--- config.mk ---
export PLATFORM = sky130hd
export DESIGN_NAME = vga_timing
export DESIGN_NICKNAME = d
export VERILOG_FILES = /design/src/rtl/vga_pkg.sv /design/src/rtl/vga_axis_counter.sv /design/src/rtl/vga_timing.sv
export SDC_FILE = /design/constraint.sdc
export NUM_CORES = 1
export LEC_CHECK = 0
export ABC_AREA = 1
export BUFFER_PORTS_ARGS = -buffer_cell sky130_fd_sc_hd__buf_2
export CAP_MARGIN = 20
export CORE_ASPECT_RATIO = 2
export CORE_MARGIN = 2
export CORE_UTILIZATION = 45
export CTS_CLUSTER_DIAMETER = 100
export DETAILED_ROUTE_END_ITERATION = 6
export GPL_ROUTABILITY_DRIVEN = 0
export MAX_ROUTING_LAYER = met4
export PLACE_DENSITY = 0.68
export REMOVE_ABC_BUFFERS = 1
export SETUP_SLACK_MARGIN = 0.5
export SYNTH_ARGS = -nofsm -noshare
export SYNTH_HDL_FRONTEND = slang
export SYNTH_SLANG_ARGS = --single-unit
--- constraint.sdc ---
create_clock -name clock -period 1.8 [get_ports clock]
set_clock_uncertainty 0.1 [all_clocks]
set_input_delay 0.36 -clock clock [delete_from_list [all_inputs] [get_ports clock]]
set_output_delay 0.36 -clock clock [all_outputs]
set_load 0.01 [all_outputs]
--- src/rtl/vga_pkg.sv ---
// vga_pkg: shared definitions for the VGA raster timing block.
//   - phase_e     : the four phases every sync axis walks through
//   - *_DEF       : default 640x480@60 timing constants
//   - axis_total  : total length of one axis from its four phase lengths
package vga_pkg;

  typedef enum logic [1:0] {
    PH_ACTIVE = 2'd0,
    PH_FRONT  = 2'd1,
    PH_SYNC   = 2'd2,
    PH_BACK   = 2'd3
  } phase_e;

  localparam int H_ACTIVE_DEF = 640;
  localparam int H_FRONT_DEF  = 16;
  localparam int H_SYNC_DEF   = 96;
  localparam int H_BACK_DEF   = 48;
  localparam int V_ACTIVE_DEF = 480;
  localparam int V_FRONT_DEF  = 10;
  localparam int V_SYNC_DEF   = 2;
  localparam int V_BACK_DEF   = 33;
  localparam int CW_DEF       = 10;

  function automatic int axis_total(input int active, input int front,
                                    input int sync, input int back);
    return active + front + sync + back;
  endfunction

endpackage

--- src/rtl/vga_axis_counter.sv ---
// vga_axis_counter: one raster axis (horizontal or vertical). A counter
// running 0..TOTAL-1 plus a four-phase FSM (ACTIVE, FRONT, SYNC, BACK)
// that moves on when the counter reaches the last count of its phase.
// Ports:
//   clock    in   clock
//   reset_n  in   synchronous active-low reset (count=TOTAL-1, phase=BACK)
//   step     in   advance the axis by one on this edge
//   count    out  counter value after this edge (next-state value)
//   phase    out  phase after this edge (next-state value, phase_e encoding)
//   wrap     out  high when this edge takes the counter from TOTAL-1 to 0
// count/phase are the next-state values so the parent can register its
// outputs from them and stay aligned with the counter.
module vga_axis_counter
  import vga_pkg::*;
#(
  parameter int ACTIVE = H_ACTIVE_DEF,
  parameter int FRONT  = H_FRONT_DEF,
  parameter int SYNC   = H_SYNC_DEF,
  parameter int BACK   = H_BACK_DEF,
  parameter int CW     = CW_DEF
) (
  input  logic          clock,
  input  logic          reset_n,
  input  logic          step,
  output logic [CW-1:0] count,
  output logic [1:0]    phase,
  output logic          wrap
);

  localparam int TOTAL = axis_total(ACTIVE, FRONT, SYNC, BACK);

  localparam logic [CW-1:0] LAST_ACTIVE = CW'(ACTIVE - 1);
  localparam logic [CW-1:0] LAST_FRONT  = CW'(ACTIVE + FRONT - 1);
  localparam logic [CW-1:0] LAST_SYNC   = CW'(ACTIVE + FRONT + SYNC - 1);
  localparam logic [CW-1:0] LAST_BACK   = CW'(TOTAL - 1);

  logic [CW-1:0] count_q, count_d;
  phase_e        phase_q, phase_d;

  assign wrap = step && (count_q == LAST_BACK);

  always_comb begin
    count_d = count_q;
    phase_d = phase_q;
    if (step) begin
      count_d = wrap ? '0 : count_q + 1'b1;
      case (phase_q)
        PH_ACTIVE: if (count_q == LAST_ACTIVE) phase_d = PH_FRONT;
        PH_FRONT:  if (count_q == LAST_FRONT)  phase_d = PH_SYNC;
        PH_SYNC:   if (count_q == LAST_SYNC)   phase_d = PH_BACK;
        PH_BACK:   if (wrap)                   phase_d = PH_ACTIVE;
      endcase
    end
  end

  always_ff @(posedge clock) begin
    if (!reset_n) begin
      count_q <= LAST_BACK;
      phase_q <= PH_BACK;
    end else begin
      count_q <= count_d;
      phase_q <= phase_d;
    end
  end

  assign count = count_d;
  assign phase = phase_d;

endmodule

--- src/rtl/vga_timing.sv ---
// vga_timing: VGA raster timing generator (hsync, vsync, data-enable and
// pixel coordinates) in a single clock domain with an optional pixel
// clock-enable.
// Ports:
//   clock        in   pixel clock
//   reset_n      in   synchronous active-low reset
//   pixel_en     in   clock enable; everything holds while low
//   hsync        out  horizontal sync, at H_POL while asserted
//   vsync        out  vertical sync, at V_POL while asserted
//   de           out  high while the pixel is in the visible area
//   x, y         out  raw horizontal / vertical counters (incl. blanking)
//   line_start   out  high on the cycle where x==0
//   frame_start  out  high on the cycle where x==0 and y==0
// All outputs are registered from the counters' next-state values, so x/y,
// de and the syncs describe the same pixel in the same cycle.
module vga_timing
  import vga_pkg::*;
#(
  parameter int   H_ACTIVE = H_ACTIVE_DEF,
  parameter int   H_FRONT  = H_FRONT_DEF,
  parameter int   H_SYNC   = H_SYNC_DEF,
  parameter int   H_BACK   = H_BACK_DEF,
  parameter int   V_ACTIVE = V_ACTIVE_DEF,
  parameter int   V_FRONT  = V_FRONT_DEF,
  parameter int   V_SYNC   = V_SYNC_DEF,
  parameter int   V_BACK   = V_BACK_DEF,
  parameter logic H_POL    = 1'b0,
  parameter logic V_POL    = 1'b0,
  parameter int   CW       = CW_DEF
) (
  input  logic          clock,
  input  logic          reset_n,
  input  logic          pixel_en,
  output logic          hsync,
  output logic          vsync,
  output logic          de,
  output logic [CW-1:0] x,
  output logic [CW-1:0] y,
  output logic          line_start,
  output logic          frame_start
);

  logic [CW-1:0] h_count, v_count;
  logic [1:0]    h_phase, v_phase;
  logic          h_wrap, v_wrap;
  logic          v_step;

  // The vertical axis only moves on the edge that wraps the line.
  assign v_step = pixel_en && h_wrap;

  vga_axis_counter #(
    .ACTIVE(H_ACTIVE), .FRONT(H_FRONT), .SYNC(H_SYNC), .BACK(H_BACK), .CW(CW)
  ) u_h (
    .clock  (clock),
    .reset_n(reset_n),
    .step   (pixel_en),
    .count  (h_count),
    .phase  (h_phase),
    .wrap   (h_wrap)
  );

  vga_axis_counter #(
    .ACTIVE(V_ACTIVE), .FRONT(V_FRONT), .SYNC(V_SYNC), .BACK(V_BACK), .CW(CW)
  ) u_v (
    .clock  (clock),
    .reset_n(reset_n),
    .step   (v_step),
    .count  (v_count),
    .phase  (v_phase),
    .wrap   (v_wrap)
  );

  logic          hsync_q, vsync_q, de_q, line_start_q, frame_start_q;
  logic [CW-1:0] x_q, y_q;

  // h_wrap means the next x is 0; v_wrap (which needs h_wrap) means the
  // next pixel is (0,0).
  always_ff @(posedge clock) begin
    if (!reset_n) begin
      hsync_q       <= ~H_POL;
      vsync_q       <= ~V_POL;
      de_q          <= 1'b0;
      x_q           <= '0;
      y_q           <= '0;
      line_start_q  <= 1'b0;
      frame_start_q <= 1'b0;
    end else if (pixel_en) begin
      hsync_q       <= (h_phase == PH_SYNC) ? H_POL : ~H_POL;
      vsync_q       <= (v_phase == PH_SYNC) ? V_POL : ~V_POL;
      de_q          <= (h_phase == PH_ACTIVE) && (v_phase == PH_ACTIVE);
      x_q           <= h_count;
      y_q           <= v_count;
      line_start_q  <= h_wrap;
      frame_start_q <= v_wrap;
    end
  end

  assign hsync       = hsync_q;
  assign vsync       = vsync_q;
  assign de          = de_q;
  assign x           = x_q;
  assign y           = y_q;
  assign line_start  = line_start_q;
  assign frame_start = frame_start_q;

endmodule

# [Yosys cells after proc, flatten, opt, wreduce, memory -nomap -nowiden]
# Index checks and enable logic that the tools add are counted.
[op_classes] reduce_logical=8 n_eq_ne=16 addsub=2 mux=18
[op_table] operator="10-bit == test (second input constant)" n=5
[op_table] operator="10-bit 2-to-1 mux" n=4
[op_table] operator="10-bit by 9-bit == test with 1-bit output (second input constant)" n=3
[op_table] operator="10-bit by 1-bit adder with 10-bit output (second input constant)" n=2
[op_table] operator="2-bit 2-to-1 mux" n=10
[op_table] operator="2-bit case mux with 4 select lines" n=2
[op_table] operator="2-bit == test (second input constant)" n=6
[op_table] operator="2-bit logical NOT" n=4
[op_table] operator="2-bit by 1-bit == test with 1-bit output (second input constant)" n=2
[op_table] operator="1-bit logical AND" n=4
[op_table] operator="1-bit 2-to-1 mux" n=2
[word_totals] wordCells=55 reg_bits=49 input_bits=3 out_inout_bits=25

# [Longest topological paths before layout]
# Gate-level depths: netlist of the first run.
[depth] depth_word=9 ltp_mapped=12 mapped_depth_nobuf=12

# [Hierarchy]
# Synthesis of the first run repeated with hierarchy kept, for this count alone.
[unflattened] hier_cells=378 area_unflattened_um2=2636.3
[by_module_without_submodules] module="vga_timing" seq_area_each_um2=500.5 cells_each=113 instances=1 area_per_inst_um2=940.9
[by_module_without_submodules] module="vga_axis_counter at u_v" seq_area_each_um2=240.2 cells_each=139 instances=1 area_per_inst_um2=850.8
[by_module_without_submodules] module="vga_axis_counter at u_h" seq_area_each_um2=240.2 cells_each=126 instances=1 area_per_inst_um2=844.6

# [Worst setup path after synthesis of the first run]
# No wires, ideal clock.
[synth_timing] kind="register to register" from="register u_h.count_q[1]" to="register de_q, in the netlist de" synth_period_minus_slack_ns=1.560 setup_time_ns=0.058 arrival_time_ns=1.402 path_stages_with_launch=12 required_time_ns=1.642 n_path_buf=0 path_slack_ns=0.240 cell_sequence="dfxtp_1 -> ha_1 -> inv_2 -> nor2_8 -> nand2_4 -> nor2_8 -> nand2_4 -> nor2_2 -> nor2_1 -> nor2_1 -> nand3_1 -> nand2_1"
[synth_via] elab_chain_cells=9 elab_cells_between_ends=19 cone_classes="4 x eq/ne; 9 x mux; 6 x reduce/logical"
[synth_lines] element="start, declared" line_no="vga_axis_counter.sv:37" source="logic [CW-1:0] count_q, count_d;"
[synth_lines] element="start signal, assigned" line_no="vga_axis_counter.sv:61" source="count_q <= count_d;"
[synth_lines] element="10-bit == test" line_no="vga_axis_counter.sv:40" source="assign wrap = step && (count_q == LAST_BACK);"
[synth_lines] element="1-bit logical AND" line_no="vga_axis_counter.sv:40"
[synth_lines] element="1-bit logical AND" line_no="vga_timing.sv:49" source="assign v_step = pixel_en && h_wrap;"
[synth_lines] element="1-bit logical AND" line_no="vga_axis_counter.sv:40"
[synth_lines] element="2-bit 2-to-1 mux" line_no="vga_axis_counter.sv:51" source="PH_BACK: if (wrap) phase_d = PH_ACTIVE;"
[synth_lines] element="2-bit case mux with 4 select lines" line_no="vga_axis_counter.sv:47" source="case (phase_q)"
[synth_lines] element="2-bit 2-to-1 mux" line_no="vga_axis_counter.sv:45" source="if (step) begin"
[synth_lines] element="2-bit logical NOT" line_no="vga_timing.sv:90" source="de_q <= (h_phase == PH_ACTIVE) && (v_phase == PH_ACTIVE);"
[synth_lines] element="1-bit logical AND *" line_no="vga_timing.sv:90"
[synth_lines] element="end signal, assigned" line_no="vga_timing.sv:90"
[synth_lines] element="end, declared" line_no="vga_timing.sv:73" source="logic hsync_q, vsync_q, de_q, line_start_q, frame_start_q;"
# Mark *: on every way between the ends. The rest lies on a longest branch, timed or not.
# A chain may end at the register's enable or synchronous reset.

# [Worst setup path in the final report of the first run]
[layout_timing] from="register u_h.count_q[0]" to="register y_q[9], in the netlist y[9]"
[layout_via] elab_chain_cells=6
[layout_lines] element="10-bit == test *" line_no="vga_axis_counter.sv:40"
[layout_lines] element="1-bit logical AND *" line_no="vga_axis_counter.sv:40"
[layout_lines] element="1-bit logical AND *" line_no="vga_timing.sv:49"
[layout_lines] element="1-bit logical AND" line_no="vga_axis_counter.sv:40"
[layout_lines] element="10-bit 2-to-1 mux" line_no="vga_axis_counter.sv:46" source="count_d = wrap ? '0 : count_q + 1'b1;"
[layout_lines] element="10-bit 2-to-1 mux *" line_no="vga_axis_counter.sv:45"
[layout_lines] element="end signal, assigned" line_no="vga_timing.sv:92" source="y_q <= v_count;"
[layout_lines] element="end, declared" line_no="vga_timing.sv:74" source="logic [CW-1:0] x_q, y_q;"
# Marks and branches as above.

==> impl_metrics.prom, run 1 <==
# TYPE chip_impl_metric gauge
chip_impl_info{name="outcome",value="finished, final reports clean"} 1
chip_impl_metric{name="post_route_cells_drive_above_1_share",unit="%"} 39.90
chip_impl_metric{name="period_needed",unit="ns"} 1.678
chip_impl_metric{name="dr.pass1.iters",unit=""} 4
chip_impl_metric{name="floorplan.die.height",unit="µm"} 107.3
chip_impl_metric{name="clock_slew_seen_by_the_registers_of_the_worst_setup_and_hold_paths",unit="ns"} 0.09
chip_impl_metric{name="finalCritPeriodShare",unit="%"} 93.21
chip_impl_metric{name="nNetsFinal",unit=""} 412
chip_impl_info{name="timing.critical_path.to_type",value="flip-flop"} 1
chip_impl_metric{name="area_growth",unit="%"} 37.47
chip_impl_info{name="grt_setup_unrepaired",value="yes"} 1
chip_impl_metric{name="netlist_area",unit="µm²"} 2401
chip_impl_metric{name="finalSetupTns",unit="ns"} 0
chip_impl_metric{name="die-area",unit="µm²"} 5971
chip_impl_metric{name="postSynthCellCount",unit=""} 339
chip_impl_metric{name="instances_no_fill",unit=""} 464
chip_impl_metric{name="yosysUniqueCellTypes",unit=""} 30
chip_impl_metric{name="post-place-cells",unit=""} 431
chip_impl_metric{name="clock-sinks",unit=""} 49
chip_impl_metric{name="critPathMaxFanout",unit=""} 6
chip_impl_metric{name="detail_route.wirelength",unit="µm"} 7231
chip_impl_metric{name="slew_headroom",unit="%"} 75.78
chip_impl_metric{name="met2WireLength",unit="µm"} 3988
chip_impl_info{name="cts_root_buffer",value="sky130_fd_sc_hd__clkbuf_8"} 1
chip_impl_metric{name="ir_worst_vdd",unit="mV"} 0.8996
chip_impl_info{name="path_class",value="flip-flop to flip-flop"} 1
chip_impl_metric{name="worst_slew_pin_slew",unit="ns"} 0.3624
chip_impl_metric{name="power_density",unit="nW/µm²"} 926.3
chip_impl_metric{name="std_cell_rows",unit=""} 37
chip_impl_metric{name="m1WireLength",unit="µm"} 2490
chip_impl_metric{name="clock_path_buffers",unit=""} 2
chip_impl_metric{name="io_buffer_count",unit=""} 27
chip_impl_info{name="worst_min_delay_path_category",value="input pin to flip-flop"} 1
chip_impl_metric{name="global_route.overflow_total",unit=""} 0
chip_impl_metric{name="htreeDepth",unit=""} 2
chip_impl_metric{name="detail_routed_net_length_per_standard_cell",unit="µm"} 15.58
chip_impl_metric{name="whs",unit="ns"} 0.2767
chip_impl_metric{name="syn_avg_cell_area",unit="µm²"} 7.083
chip_impl_metric{name="synth_seq_cells",unit=""} 49
chip_impl_metric{name="pin_count_of_the_biggest_net_entering_global_routing",unit=""} 15
chip_impl_metric{name="utilization",unit="%"} 64.23
chip_impl_metric{name="fp.coreArea",unit="µm²"} 5139
chip_impl_metric{name="top_level_ports",unit=""} 28
chip_impl_info{name="timing.critical_path.max_delay_family",value="simple AND/OR/NAND/NOR gates"} 1
chip_impl_info{name="slowest_stage",value="sky130_fd_sc_hd__dfxtp_2"} 1
chip_impl_metric{name="numCtsBuffers",unit=""} 5
chip_impl_metric{name="timing.max_cap.violations",unit=""} 0
chip_impl_metric{name="report.final.hold_viol_count",unit=""} 0
chip_impl_metric{name="critPathBufInv",unit=""} 3
chip_impl_metric{name="ff2ff_setup_slack",unit="ns"} 0.12
chip_impl_metric{name="yosys_warnings",unit=""} 0
chip_impl_metric{name="start_util",unit="%"} 46.73
chip_impl_metric{name="met3WireLength",unit="µm"} 263
chip_impl_info{name="worstPathCellList",value="ha_4 > inv_4 > nor2_8 > nand4_1 > inv_2 > buf_6 > nand3_4 > a31oi_1"} 1
chip_impl_metric{name="static-leakage-power",unit="nW"} 1.564
chip_impl_metric{name="antenna_found_initial",unit=""} 0
chip_impl_metric{name="crit_arrival",unit="ns"} 1.82
chip_impl_info{name="critical_path.startpoint_type",value="flip-flop"} 1
chip_impl_metric{name="clk-insertion-delay-late",unit="ns"} 0.32
chip_impl_info{name="cts_tree",value="done"} 1
chip_impl_metric{name="drc",unit=""} 0
chip_impl_metric{name="gr-usage-all-layers",unit="%"} 25.52
chip_impl_metric{name="worstPathRequired",unit="ns"} 1.94
chip_impl_metric{name="synth_sequential_area_ratio",unit="%"} 40.85
chip_impl_metric{name="grt_first_pass_wirelength",unit="µm"} 11470
chip_impl_metric{name="timing.final.setup_violations",unit=""} 0
chip_impl_metric{name="detail-route-antenna-nets",unit=""} 0
chip_impl_metric{name="routed_via_count",unit=""} 2558
chip_impl_metric{name="timing.final.max_slew_violations",unit=""} 0
chip_impl_metric{name="detailed_placement_hpwl",unit="µm"} 5033
chip_impl_info{name="maxUsedRoutingLayer",value="met4"} 1
chip_impl_metric{name="drt-vias-per-instance",unit=""} 5.513
chip_impl_metric{name="diodes",unit=""} 0
chip_impl_metric{name="die_w",unit="µm"} 55.65
chip_impl_metric{name="maxClockFrequency",unit="MHz"} 596.0
chip_impl_metric{name="grt_pass1_vias",unit=""} 2534
chip_impl_metric{name="dr.first_iter.drc_count",unit=""} 65
chip_impl_metric{name="worst_path_largest_cell_delay",unit="ns"} 0.38
==> cells in the final DEF, fill, tap and decap left out, types with 2 or more instances in the layout <==
cell and instances:
sky130_fd_sc_hd__nand2_1 85, sky130_fd_sc_hd__dfxtp_1 34, sky130_fd_sc_hd__ha_1 3, sky130_fd_sc_hd__buf_6 6
sky130_fd_sc_hd__nor2_2 8, sky130_fd_sc_hd__buf_4 31, sky130_fd_sc_hd__nor2_8 2, sky130_fd_sc_hd__nand3_2 14
sky130_fd_sc_hd__dfxtp_4 3, sky130_fd_sc_hd__nor3_1 4, sky130_fd_sc_hd__inv_4 4, sky130_fd_sc_hd__xor2_1 5
sky130_fd_sc_hd__o211ai_1 2, sky130_fd_sc_hd__nand3_1 11, sky130_fd_sc_hd__nor2_1 31, sky130_fd_sc_hd__o21ai_1 12
sky130_fd_sc_hd__a21oi_2 5, sky130_fd_sc_hd__nand2_4 4, sky130_fd_sc_hd__nand2_2 4, sky130_fd_sc_hd__clkbuf_8 7
sky130_fd_sc_hd__inv_2 8, sky130_fd_sc_hd__inv_1 29, sky130_fd_sc_hd__nand3_4 6, sky130_fd_sc_hd__a31oi_1 2
sky130_fd_sc_hd__nor2_4 6, sky130_fd_sc_hd__dfxtp_2 12, sky130_fd_sc_hd__buf_2 27, sky130_fd_sc_hd__o21ai_0 8
sky130_fd_sc_hd__a21oi_1 5, sky130_fd_sc_hd__nand4_1 11, sky130_fd_sc_hd__o21ai_2 6, sky130_fd_sc_hd__nor3_4 2
==> metrics by stage <==
stage	setup WS (ns)	total power [mW]	cell area (µm²)
3_3_place_gp	0.004732	1.972	2678
5_1_grt	0.04054	3.207	3301
6_report	0.1222	3.057	3301
4_1_cts	0.2005	2.893	3069
2_1_floorplan	0.2375	1.753	2365
3_5_place_dp	-0.008609	1.982	2678
==> report_power, final <==
part / leakage (nW) / total, mW / switching [mW] / internal, mW
Combinational: 1.11 / 1.06 / 0.638 / 0.420
Sequential: 0.402 / 1.29 / 0.0996 / 1.19
Clock: 0.0542 / 0.710 / 0.363 / 0.347
==> cells by family (layout without fill, tap and decap cells) <==
family | Yosys count | after routing | share of synthesized area, %
flops | 49 | 49 | 40.85
fa+ha+maj | 4 | 4 | 2.085
buf+inv | 49 | 115 | 8.077
simple gates | 189 | 190 | 37.05
xor+xnor | 6 | 6 | 2.189
compound gates | 42 | 42 | 9.745
==> per-layer routing <==
metal	up-vias	track usage (%)
met5	-	-
met4	0	22.82
met1	1215	23.47
li1	1226	-
met2	85	44.90
met3	32	3.245
==> synth_stat cells <==
cell | instances | area share, %
sky130_fd_sc_hd__xor2_1 | 6 | 2.2
sky130_fd_sc_hd__nand2_4 | 2 | 0.94
sky130_fd_sc_hd__nand3_2 | 5 | 2.1
sky130_fd_sc_hd__nand4_1 | 11 | 2.9
sky130_fd_sc_hd__buf_6 | 1 | 0.47
sky130_fd_sc_hd__clkinv_1 | 1 | 0.16
sky130_fd_sc_hd__buf_2 | 2 | 0.42
sky130_fd_sc_hd__inv_2 | 6 | 0.94
sky130_fd_sc_hd__o31ai_1 | 1 | 0.31
sky130_fd_sc_hd__nor2_2 | 5 | 1.3
sky130_fd_sc_hd__o21bai_2 | 1 | 0.47
sky130_fd_sc_hd__nor2_1 | 39 | 6.1
sky130_fd_sc_hd__ha_1 | 4 | 2.1
sky130_fd_sc_hd__clkbuf_1 | 2 | 0.31
sky130_fd_sc_hd__dfxtp_1 | 49 | 41
sky130_fd_sc_hd__a21oi_1 | 10 | 2.1
sky130_fd_sc_hd__o21ai_1 | 8 | 1.7
sky130_fd_sc_hd__a31oi_1 | 2 | 0.52
sky130_fd_sc_hd__inv_1 | 35 | 5.5
sky130_fd_sc_hd__nand2_1 | 88 | 14
sky130_fd_sc_hd__nor2_8 | 2 | 1.7
sky130_fd_sc_hd__and2_1 | 1 | 0.26
sky130_fd_sc_hd__nor3_2 | 2 | 0.83
sky130_fd_sc_hd__o211ai_1 | 2 | 0.63
sky130_fd_sc_hd__o21ai_2 | 2 | 0.73
sky130_fd_sc_hd__o21ai_0 | 16 | 3.3
sky130_fd_sc_hd__nand2_2 | 3 | 0.78
sky130_fd_sc_hd__buf_1 | 2 | 0.31
sky130_fd_sc_hd__nor3_1 | 5 | 1.0
sky130_fd_sc_hd__nand3_1 | 26 | 5.4
==> state kept, by name, summed over array words and instances, names as in the netlist <==
name,cells
de,1
x,10
u_h.phase_q,2
u_v.count_q,10
line_start,1
u_h.count_q,10
y,10
hsync,1
vsync,1
frame_start,1
u_v.phase_q,2
==> worst reg2reg max path, stage by stage (launching register included) <==
cell and delay (ns):
sky130_fd_sc_hd__dfxtp_2 0.38, sky130_fd_sc_hd__ha_4 0.17, sky130_fd_sc_hd__inv_4 0.05, sky130_fd_sc_hd__nor2_8 0.16, sky130_fd_sc_hd__nand4_1 0.20, sky130_fd_sc_hd__inv_2 0.17, sky130_fd_sc_hd__buf_6 0.13, sky130_fd_sc_hd__nand3_4 0.08
sky130_fd_sc_hd__a31oi_1 0.17
==> worst paths after layout <==
| check | from | to | depth (start not counted) |
|---|---|---|---|
| worst max register to register | u_h.count_q[0] | y[9] | 8 |
| worst min-delay path | reset_n | u_v.phase_q[1] | 3 |
| worst min register to register | y[6] | y[6] | 2 |
| worst max-delay path | u_h.count_q[0] | y[9] | 8 |
==> area by class of cell <==
type	count	area, µm²
Clock buffer	7	96.34
Sequential cell	49	1007
Clock inverter	1	5.005
Inverter	42	167.7
Tap cell	58	72.57
Fill cell	424	1838
Multi-Input combinational cell	242	1496
Timing Repair Buffer	65	455.4
==> timing repair <==
action                                  4_1_cts  5_1_grt
cloned                                        1        0
setup buffers                                12       12
endpoints found under the setup margin       47       47
endpoints found under the hold margin         0        0
gates resized for setup                      57       40
pin swaps                                    17       20
hold buffers                                  0        0
Power figures use the tool's default switching activity.
==> run 2: changes to the inputs <==
==> constraint.sdc (replaced) <==
create_clock -name clock -period 2 [get_ports clock]
set_clock_uncertainty 0.1 [all_clocks]
set_input_delay 0.4 -clock clock [delete_from_list [all_inputs] [get_ports clock]]
set_output_delay 0.4 -clock clock [all_outputs]
set_load 0.005 [all_outputs]
==> run 2 against run 1 <==
Total power fell by 15%. Final cell count fell by 2.2%. Wire length fell by 1.4%. Hold slack improved by 0.016 ns. First-iteration DRC count rose by 22%. Clock power fell by 18%. Global-route usage fell by 0.32 points. Sequential share of layout area rose by 1.1 points. Register-to-register slack improved by 0.22 ns. Non-clock buffer count fell by 10. Flip-flop and latch count did not move.
==> impl_metrics.prom, run 2 (synthesis gave the netlist of run 1 again) <==
# TYPE chip_impl_metric gauge
chip_impl_metric{name="global_route.overflow_total",unit=""} 0
chip_impl_metric{name="floorplan.die.height",unit="µm"} 107.3
chip_impl_metric{name="detail_route.wirelength",unit="µm"} 7132
chip_impl_metric{name="gr-usage-all-layers",unit="%"} 25.20
chip_impl_metric{name="pwr-share-clk",unit="%"} 22.5
chip_impl_metric{name="clock_path_buffers",unit=""} 2
chip_impl_info{name="holdPathEnd",value="u_h.count_q[4]"} 1
chip_impl_info{name="outcome",value="finished, final reports clean"} 1
chip_impl_metric{name="drc",unit=""} 0
chip_impl_metric{name="start_util",unit="%"} 46.73
chip_impl_metric{name="finalCritPeriodShare",unit="%"} 82.98
chip_impl_metric{name="worstPathRequired",unit="ns"} 2.14
chip_impl_metric{name="detail-route-antenna-nets",unit=""} 0
chip_impl_info{name="timing.rr.start",value="u_h.count_q[1]"} 1
chip_impl_info{name="timing.critical_path.to_type",value="flip-flop"} 1
chip_impl_metric{name="top_level_ports",unit=""} 28
chip_impl_metric{name="fin_ws",unit="ns"} 0.3404
chip_impl_metric{name="power_density",unit="nW/µm²"} 818.5
chip_impl_metric{name="timing.final.max_slew_violations",unit=""} 0
chip_impl_metric{name="dpl_worst_slack",unit="ns"} 0.1447
chip_impl_info{name="critical_path.startpoint_type",value="flip-flop"} 1
chip_impl_info{name="critical_path.startpoint",value="u_h.count_q[1]"} 1
chip_impl_metric{name="ff2ff_setup_slack",unit="ns"} 0.34
chip_impl_metric{name="grt_pass1_vias",unit=""} 2326
chip_impl_metric{name="detailed_placement_hpwl",unit="µm"} 4848
chip_impl_metric{name="htreeDepth",unit=""} 2
chip_impl_metric{name="clk-insertion-delay-late",unit="ns"} 0.31
chip_impl_info{name="cts_root_buffer",value="sky130_fd_sc_hd__clkbuf_8"} 1
chip_impl_metric{name="total_power",unit="mW"} 2.596
chip_impl_metric{name="detail_routed_net_length_per_standard_cell",unit="µm"} 15.71
chip_impl_info{name="most_used_cells_in_the_layout_excluding_fill_and_tap_cells",value="sky130_fd_sc_hd__nand2_1 (80), sky130_fd_sc_hd__dfxtp_1 (36), sky130_fd_sc_hd__nor2_1 (34), sky130_fd_sc_hd__inv_1 (29), sky130_fd_sc_hd__buf_2 (27)"} 1
chip_impl_metric{name="dr.first_iter.drc_count",unit=""} 79
chip_impl_metric{name="ctsHoldBuffers",unit=""} 0
chip_impl_metric{name="die_w",unit="µm"} 55.65
chip_impl_metric{name="report.final.hold_viol_count",unit=""} 0
chip_impl_metric{name="pin_count_of_the_biggest_net_entering_global_routing",unit=""} 17
chip_impl_metric{name="final.fill_count",unit=""} 471
chip_impl_metric{name="internal_power",unit="mW"} 1.661
chip_impl_metric{name="period_needed",unit="ns"} 1.660
chip_impl_info{name="mostFrequentLayoutCell",value="sky130_fd_sc_hd__nand2_1"} 1
chip_impl_metric{name="path_depth_of_the_worst_reg2reg_path",unit=""} 9
chip_impl_info{name="reg2reg_capture_point",value="y[0]"} 1
chip_impl_metric{name="slew_headroom",unit="%"} 81.71
chip_impl_metric{name="power_frac_seq",unit="%"} 44.7
chip_impl_metric{name="finalSetupTns",unit="ns"} 0
chip_impl_metric{name="critPathMaxFanout",unit=""} 8
chip_impl_metric{name="dr.pass1.iters",unit=""} 4
chip_impl_info{name="hold_path.startpoint",value="reset_n"} 1
chip_impl_metric{name="static-leakage-power",unit="nW"} 1.501
chip_impl_metric{name="timing.final.setup_violations",unit=""} 0
chip_impl_metric{name="maxClockFrequency",unit="MHz"} 602.5
chip_impl_metric{name="combPwrFrac",unit="%"} 32.8
chip_impl_metric{name="worst_slew_pin_slew",unit="ns"} 0.2734
chip_impl_metric{name="area_growth",unit="%"} 32.10
chip_impl_metric{name="io_buffer_count",unit=""} 27
chip_impl_info{name="cts_tree",value="done"} 1
chip_impl_metric{name="die-area",unit="µm²"} 5971
chip_impl_info{name="path_class",value="flip-flop to flip-flop"} 1
chip_impl_info{name="worst_min_delay_path_category",value="input pin to flip-flop"} 1
chip_impl_metric{name="std_cell_rows",unit=""} 37
chip_impl_metric{name="clock_slew_seen_by_the_registers_of_the_worst_setup_and_hold_paths",unit="ns"} 0.09
chip_impl_metric{name="drt-vias-per-instance",unit=""} 5.388
chip_impl_metric{name="switching_power",unit="mW"} 0.9350
chip_impl_metric{name="clock-sinks",unit=""} 49
chip_impl_info{name="grt_setup_unrepaired",value="yes"} 1
chip_impl_metric{name="hold_path_depth",unit=""} 2
chip_impl_metric{name="nNetsFinal",unit=""} 402
chip_impl_metric{name="crit_arrival",unit="ns"} 1.80
chip_impl_metric{name="numCtsBuffers",unit=""} 5
chip_impl_metric{name="routed_via_count",unit=""} 2446
chip_impl_metric{name="diodes",unit=""} 0
chip_impl_metric{name="fp.coreArea",unit="µm²"} 5139
chip_impl_metric{name="ir_worst_vdd",unit="mV"} 0.7085
chip_impl_metric{name="grt_first_pass_wirelength",unit="µm"} 11120
chip_impl_metric{name="timing.max_cap.violations",unit=""} 0
chip_impl_metric{name="post_route_cells_drive_above_1_share",unit="%"} 37.37
chip_impl_metric{name="whs",unit="ns"} 0.2929
chip_impl_metric{name="power.switching_fraction",unit="%"} 36.01
chip_impl_metric{name="antenna_found_initial",unit=""} 0
## run 2: layout make-up
class / instances / area (µm²) / area share (%)
multi-input combinational: 242 / 1471 / 46.39
sequential: 49 / 1002 / 31.60
timing repair buffer: 55 / 372.9 / 11.76
inverter: 42 / 172.7 / 5.444
clock buffer: 8 / 80.08 / 2.525
tap: 58 / 72.57 / 2.288
## run 2: worst max-delay path: stages (launching register included)
cell and delay (ns):
sky130_fd_sc_hd__dfxtp_4 0.38, sky130_fd_sc_hd__ha_4 0.16, sky130_fd_sc_hd__inv_4 0.05, sky130_fd_sc_hd__nor2_8 0.12, sky130_fd_sc_hd__nand4_1 0.18, sky130_fd_sc_hd__inv_2 0.23
sky130_fd_sc_hd__nand3_2 0.10, sky130_fd_sc_hd__o21ai_1 0.09, sky130_fd_sc_hd__inv_1 0.07, sky130_fd_sc_hd__o21ai_1 0.11
## run 2: worst max-delay path by stage
| stage | end | slack (ns) |
|---|---|---|
| 3_3_place_gp | x[9] | 0.19 |
| 2_1_floorplan | y[3] | 0.44 |
| 6_report | y[0] | 0.34 |
| 3_5_place_dp | x[9] | 0.14 |
| 5_1_grt | y[0] | 0.25 |
| 4_1_cts | de | 0.42 |
## run 2: repair_timing
action | CTS | global route
buffers inserted | 8 | 12
hold endpoints to repair | 0 | 0
gates cloned | 1 | 0
setup endpoints to repair | 38 | 39
gates resized for setup | 35 | 54
pin swaps | 11 | 21
## run 2: power by group through the flow
stage	logic, mW	registers, mW	clock network, mW
CTS	0.695	1.15	0.594
finish	0.852	1.16	0.585
global route	0.929	1.17	0.637
global placement	0.581	1.16	0
detailed placement	0.588	1.16	0
floorplan	0.410	1.15	0
## run 2: per-layer routing
metal | track usage [%] | share of wire (%) | vias up
li1 | - | - | 1208
met1 | 22.98 | 34 | 1135
met2 | 45.49 | 55 | 67
met3 | 4.567 | 3.7 | 36
met4 | 18.64 | 7.1 | 0
met5 | - | 0 | -
## run 2: per-stage QoR
step | area, µm² | util, % | cells
6_report | 3172 | 61.72 | 454
5_1_grt | 3172 | 61.72 | 454
4_1_cts | 2892 | 56.27 | 442
3_5_place_dp | 2645 | 51.47 | 425
3_3_place_gp | 2645 | 51.47 | 425
2_1_floorplan | 2365 | - | 332
==> run 3: changes to the inputs <==
--- a/config.mk
+++ b/config.mk
@@ -5,7 +5,7 @@
 export SDC_FILE = /design/constraint.sdc
 export NUM_CORES = 1
 export LEC_CHECK = 0
-export ABC_AREA = 1
+export ABC_AREA = 0
 export BUFFER_PORTS_ARGS = -buffer_cell sky130_fd_sc_hd__buf_2
 export CAP_MARGIN = 20
 export CORE_ASPECT_RATIO = 2
==> constraint.sdc (replaced) <==
create_clock -name clock -period 1.6 [get_ports clock]
set_clock_uncertainty 0.1 [all_clocks]
set_input_delay 0.32 -clock clock [delete_from_list [all_inputs] [get_ports clock]]
set_output_delay 0.32 -clock clock [all_outputs]
set_load 0.005 [all_outputs]
==> run 3 against run 2 <==
The run now ends with negative setup slack left. Core utilization grew 12 points. Total power increased by 45%. Hold slack got worse by 0.097 ns. Critical path depth is 4 lower.
==> impl_metrics.prom, run 3 <==
# TYPE chip_impl_metric gauge
chip_impl_metric{name="diodes",unit=""} 0
chip_impl_info{name="path_class",value="flip-flop to flip-flop"} 1
chip_impl_metric{name="detail_routed_net_length_per_standard_cell",unit="µm"} 18.57
chip_impl_metric{name="clock_slew_seen_by_the_registers_of_the_worst_setup_and_hold_paths",unit="ns"} 0.09
chip_impl_metric{name="worst_slew_pin_slew",unit="ns"} 0.4300
chip_impl_metric{name="critPathMaxFanout",unit=""} 3
chip_impl_info{name="timing.critical_path.to_type",value="flip-flop"} 1
chip_impl_metric{name="std_cell_rows",unit=""} 37
chip_impl_info{name="cts_root_buffer",value="sky130_fd_sc_hd__clkbuf_8"} 1
chip_impl_metric{name="fp.coreArea",unit="µm²"} 5046
chip_impl_info{name="yosys-top-cells-area",value="sky130_fd_sc_hd__dfxtp_1 (42%), sky130_fd_sc_hd__nor2_1 (4.4%), sky130_fd_sc_hd__nand2_1 (3.7%)"} 1
chip_impl_info{name="synth.cells.most_frequent",value="sky130_fd_sc_hd__dfxtp_1 (49), sky130_fd_sc_hd__nor2_1 (27), sky130_fd_sc_hd__nand2_1 (23)"} 1
chip_impl_metric{name="instances_no_fill",unit=""} 403
chip_impl_metric{name="crit_arrival",unit="ns"} 1.94
chip_impl_metric{name="timing.final.setup_violations",unit=""} 28
chip_impl_metric{name="die-area",unit="µm²"} 5798
chip_impl_info{name="outcome",value="finished, violations left"} 1
chip_impl_metric{name="final.fill_count",unit=""} 333
chip_impl_metric{name="clock_path_buffers",unit=""} 2
chip_impl_info{name="worstPathCellList",value="buf_6 > nand4bb_4 > o41ai_4 > o31ai_4 > a211o_1"} 1
chip_impl_info{name="timing.critical_path.max_delay_family",value="compound AO/OA/AOI/OAI gates"} 1
chip_impl_metric{name="clock-sinks",unit=""} 49
chip_impl_metric{name="fin_ws",unit="ns"} -0.2459
chip_impl_metric{name="slew_headroom",unit="%"} 71.24
chip_impl_metric{name="yosysUniqueCellTypes",unit=""} 54
chip_impl_metric{name="top_level_ports",unit=""} 28
chip_impl_metric{name="dr.pass1.iters",unit=""} 4
chip_impl_metric{name="finalInstanceArea",unit="µm²"} 3714
chip_impl_info{name="failed_checks",value="negative setup slack"} 1
chip_impl_metric{name="htreeDepth",unit=""} 2
chip_impl_info{name="critical_path.startpoint_type",value="flip-flop"} 1
chip_impl_metric{name="power_density",unit="nW/µm²"} 1015
chip_impl_info{name="synth_top_area_cell",value="sky130_fd_sc_hd__dfxtp_1"} 1
chip_impl_info{name="cts_tree",value="done"} 1
chip_impl_metric{name="ctsHoldBuffers",unit=""} 0
chip_impl_metric{name="ir_worst_vdd",unit="mV"} 0.8749
chip_impl_metric{name="drt-vias-per-instance",unit=""} 5.864
chip_impl_metric{name="routed_via_count",unit=""} 2363
chip_impl_metric{name="global_route.overflow_total",unit=""} 0
chip_impl_metric{name="numCtsBuffers",unit=""} 5
chip_impl_metric{name="nNetsFinal",unit=""} 351
chip_impl_metric{name="finalSetupTns",unit="ns"} -2.736
chip_impl_metric{name="detailed_placement_hpwl",unit="µm"} 3859
chip_impl_metric{name="yosys_warnings",unit=""} 0
chip_impl_info{name="slowest_stage",value="sky130_fd_sc_hd__o41ai_4"} 1
chip_impl_info{name="worst_min_delay_path_category",value="input pin to flip-flop"} 1
chip_impl_metric{name="postSynthCellCount",unit=""} 258
chip_impl_info{name="grt_setup_unrepaired",value="yes"} 1
chip_impl_metric{name="post-place-cells",unit=""} 374
chip_impl_metric{name="start_util",unit="%"} 46.12
chip_impl_metric{name="worstPathRequired",unit="ns"} 1.70
chip_impl_metric{name="synthArstFlopShare",unit="%"} 0
chip_impl_metric{name="floorplan.die.height",unit="µm"} 105.7
chip_impl_metric{name="gr-usage-all-layers",unit="%"} 22.64
chip_impl_metric{name="report.final.hold_viol_count",unit=""} 0
chip_impl_metric{name="die_w",unit="µm"} 54.85
chip_impl_metric{name="dpl_worst_slack",unit="ns"} -0.2757
chip_impl_metric{name="synth_edf_count",unit=""} 0
chip_impl_metric{name="total_power",unit="mW"} 3.771
chip_impl_metric{name="syn_avg_cell_area",unit="µm²"} 9.020
chip_impl_metric{name="clk-insertion-delay-late",unit="ns"} 0.31
chip_impl_metric{name="area_growth",unit="%"} 59.57
chip_impl_metric{name="critPathBufInv",unit=""} 1
chip_impl_metric{name="maxClockFrequency",unit="MHz"} 541.7
chip_impl_info{name="mostFrequentLayoutCell",value="sky130_fd_sc_hd__buf_4"} 1
chip_impl_metric{name="placement.cell_area",unit="µm²"} 2806
chip_impl_metric{name="finalCritPeriodShare",unit="%"} 115.4
chip_impl_metric{name="worst_path_largest_cell_delay",unit="ns"} 0.50
chip_impl_info{name="synth_ff_type",value="sky130_fd_sc_hd__dfxtp_1"} 1
chip_impl_metric{name="netlist_area",unit="µm²"} 2327
chip_impl_metric{name="drc",unit=""} 0
chip_impl_metric{name="detail_route.wirelength",unit="µm"} 7483
chip_impl_metric{name="post_route_cells_drive_above_1_share",unit="%"} 62.03
chip_impl_metric{name="synth_sequential_area_ratio",unit="%"} 42.15
chip_impl_metric{name="period_needed",unit="ns"} 1.846
chip_impl_metric{name="grt_first_pass_wirelength",unit="µm"} 9466
chip_impl_metric{name="io_buffer_count",unit=""} 27
chip_impl_metric{name="grt_pass1_vias",unit=""} 2110
chip_impl_metric{name="utilization",unit="%"} 73.59
chip_impl_metric{name="dr.first_iter.drc_count",unit=""} 83
chip_impl_metric{name="timing.max_cap.violations",unit=""} 0
chip_impl_metric{name="synth_seq_cells",unit=""} 49
chip_impl_metric{name="detail-route-antenna-nets",unit=""} 0
chip_impl_info{name="leading_cell_type_by_number_of_instances_after_synthesis",value="sky130_fd_sc_hd__dfxtp_1"} 1
chip_impl_metric{name="antenna_found_initial",unit=""} 0
chip_impl_metric{name="yosysTopAreaCellShare",unit="%"} 42.15
chip_impl_metric{name="static-leakage-power",unit="nW"} 1.510
chip_impl_metric{name="whs",unit="ns"} 0.1958
chip_impl_metric{name="timing.final.max_slew_violations",unit=""} 0
chip_impl_metric{name="pin_count_of_the_biggest_net_entering_global_routing",unit=""} 26
chip_impl_info{name="most_used_cells_in_the_layout_excluding_fill_and_tap_cells",value="sky130_fd_sc_hd__buf_4 (48), sky130_fd_sc_hd__dfxtp_2 (32), sky130_fd_sc_hd__nor2_1 (27), sky130_fd_sc_hd__buf_6 (23), sky130_fd_sc_hd__buf_2 (21)"} 1
run 3: changes by cell type after synthesis, sizes merged, moves of 11 or more:
cell	delta
nand3	-14
nand2	-70
inv	-36
o21ai	-11
nor2	-19
run 3: power breakdown:
group          switching [mW]  internal [mW]  total, mW
logic                   0.737          0.755       1.49
clock network           0.405          0.391      0.796
registers               0.122           1.36       1.48
run 3: logic make-up after synthesis:
family,Yosys count,share of synthesized area [%]
AO/OA/AOI/OAI,59,17.31
XOR/XNOR,14,5.269
AND/OR/NAND/NOR,111,28.28
adder cells (fa/ha/maj),4,2.151
buffers and inverters,21,4.838
flip-flops,49,42.15
run 3: worst paths after layout:
kind	start	endpoint	slack (ns)	cells after the start
hold reg to reg	x[1]	x[1]	0.36	2
hold / removal	reset_n	u_v.count_q[3]	0.20	2
setup reg to reg	u_h.count_q[4]	hsync	-0.25	5
setup / recovery	u_h.count_q[4]	hsync	-0.25	5
run 3: routing by layer:
metal / track usage [%] / share of wire, % / wire length [µm] / vias to the layer above
li1: - / - / - / 1090
met1: 23.54 / 36 / 2666 / 1169
met2: 39.37 / 57 / 4247 / 84
met3: 3.541 / 4.1 / 305 / 20
met4: 9.821 / 3.5 / 265 / 0
met5: - / 0 / 0 / -
run 3: layout make-up:
type                       count  area (µm²)  share of cell area, %
clock buffer                   7       96.34                  2.594
clock inverter                 1       5.005                 0.1348
inverter                       5       23.77                 0.6402
multi-input combinational    188        1700                  45.79
sequential                    49        1036                  27.90
tap                           58       72.57                  1.954
timing repair buffer          95       779.5                  20.99
run 3: what timing repair did:
item	4_1_cts	5_1_grt
endpoints found under the hold margin	0	0
buffers inserted	10	11
pin swaps	48	28
setup endpoints to repair	74	74
gates resized for setup	101	59
run 3: worst register-to-register path: cells and delay by family, from the launching register on:
family / cells / cell delay, ns
compound gates: 3 / 0.94
flops: 1 / 0.36
simple gates: 1 / 0.21
buf+inv: 1 / 0.12
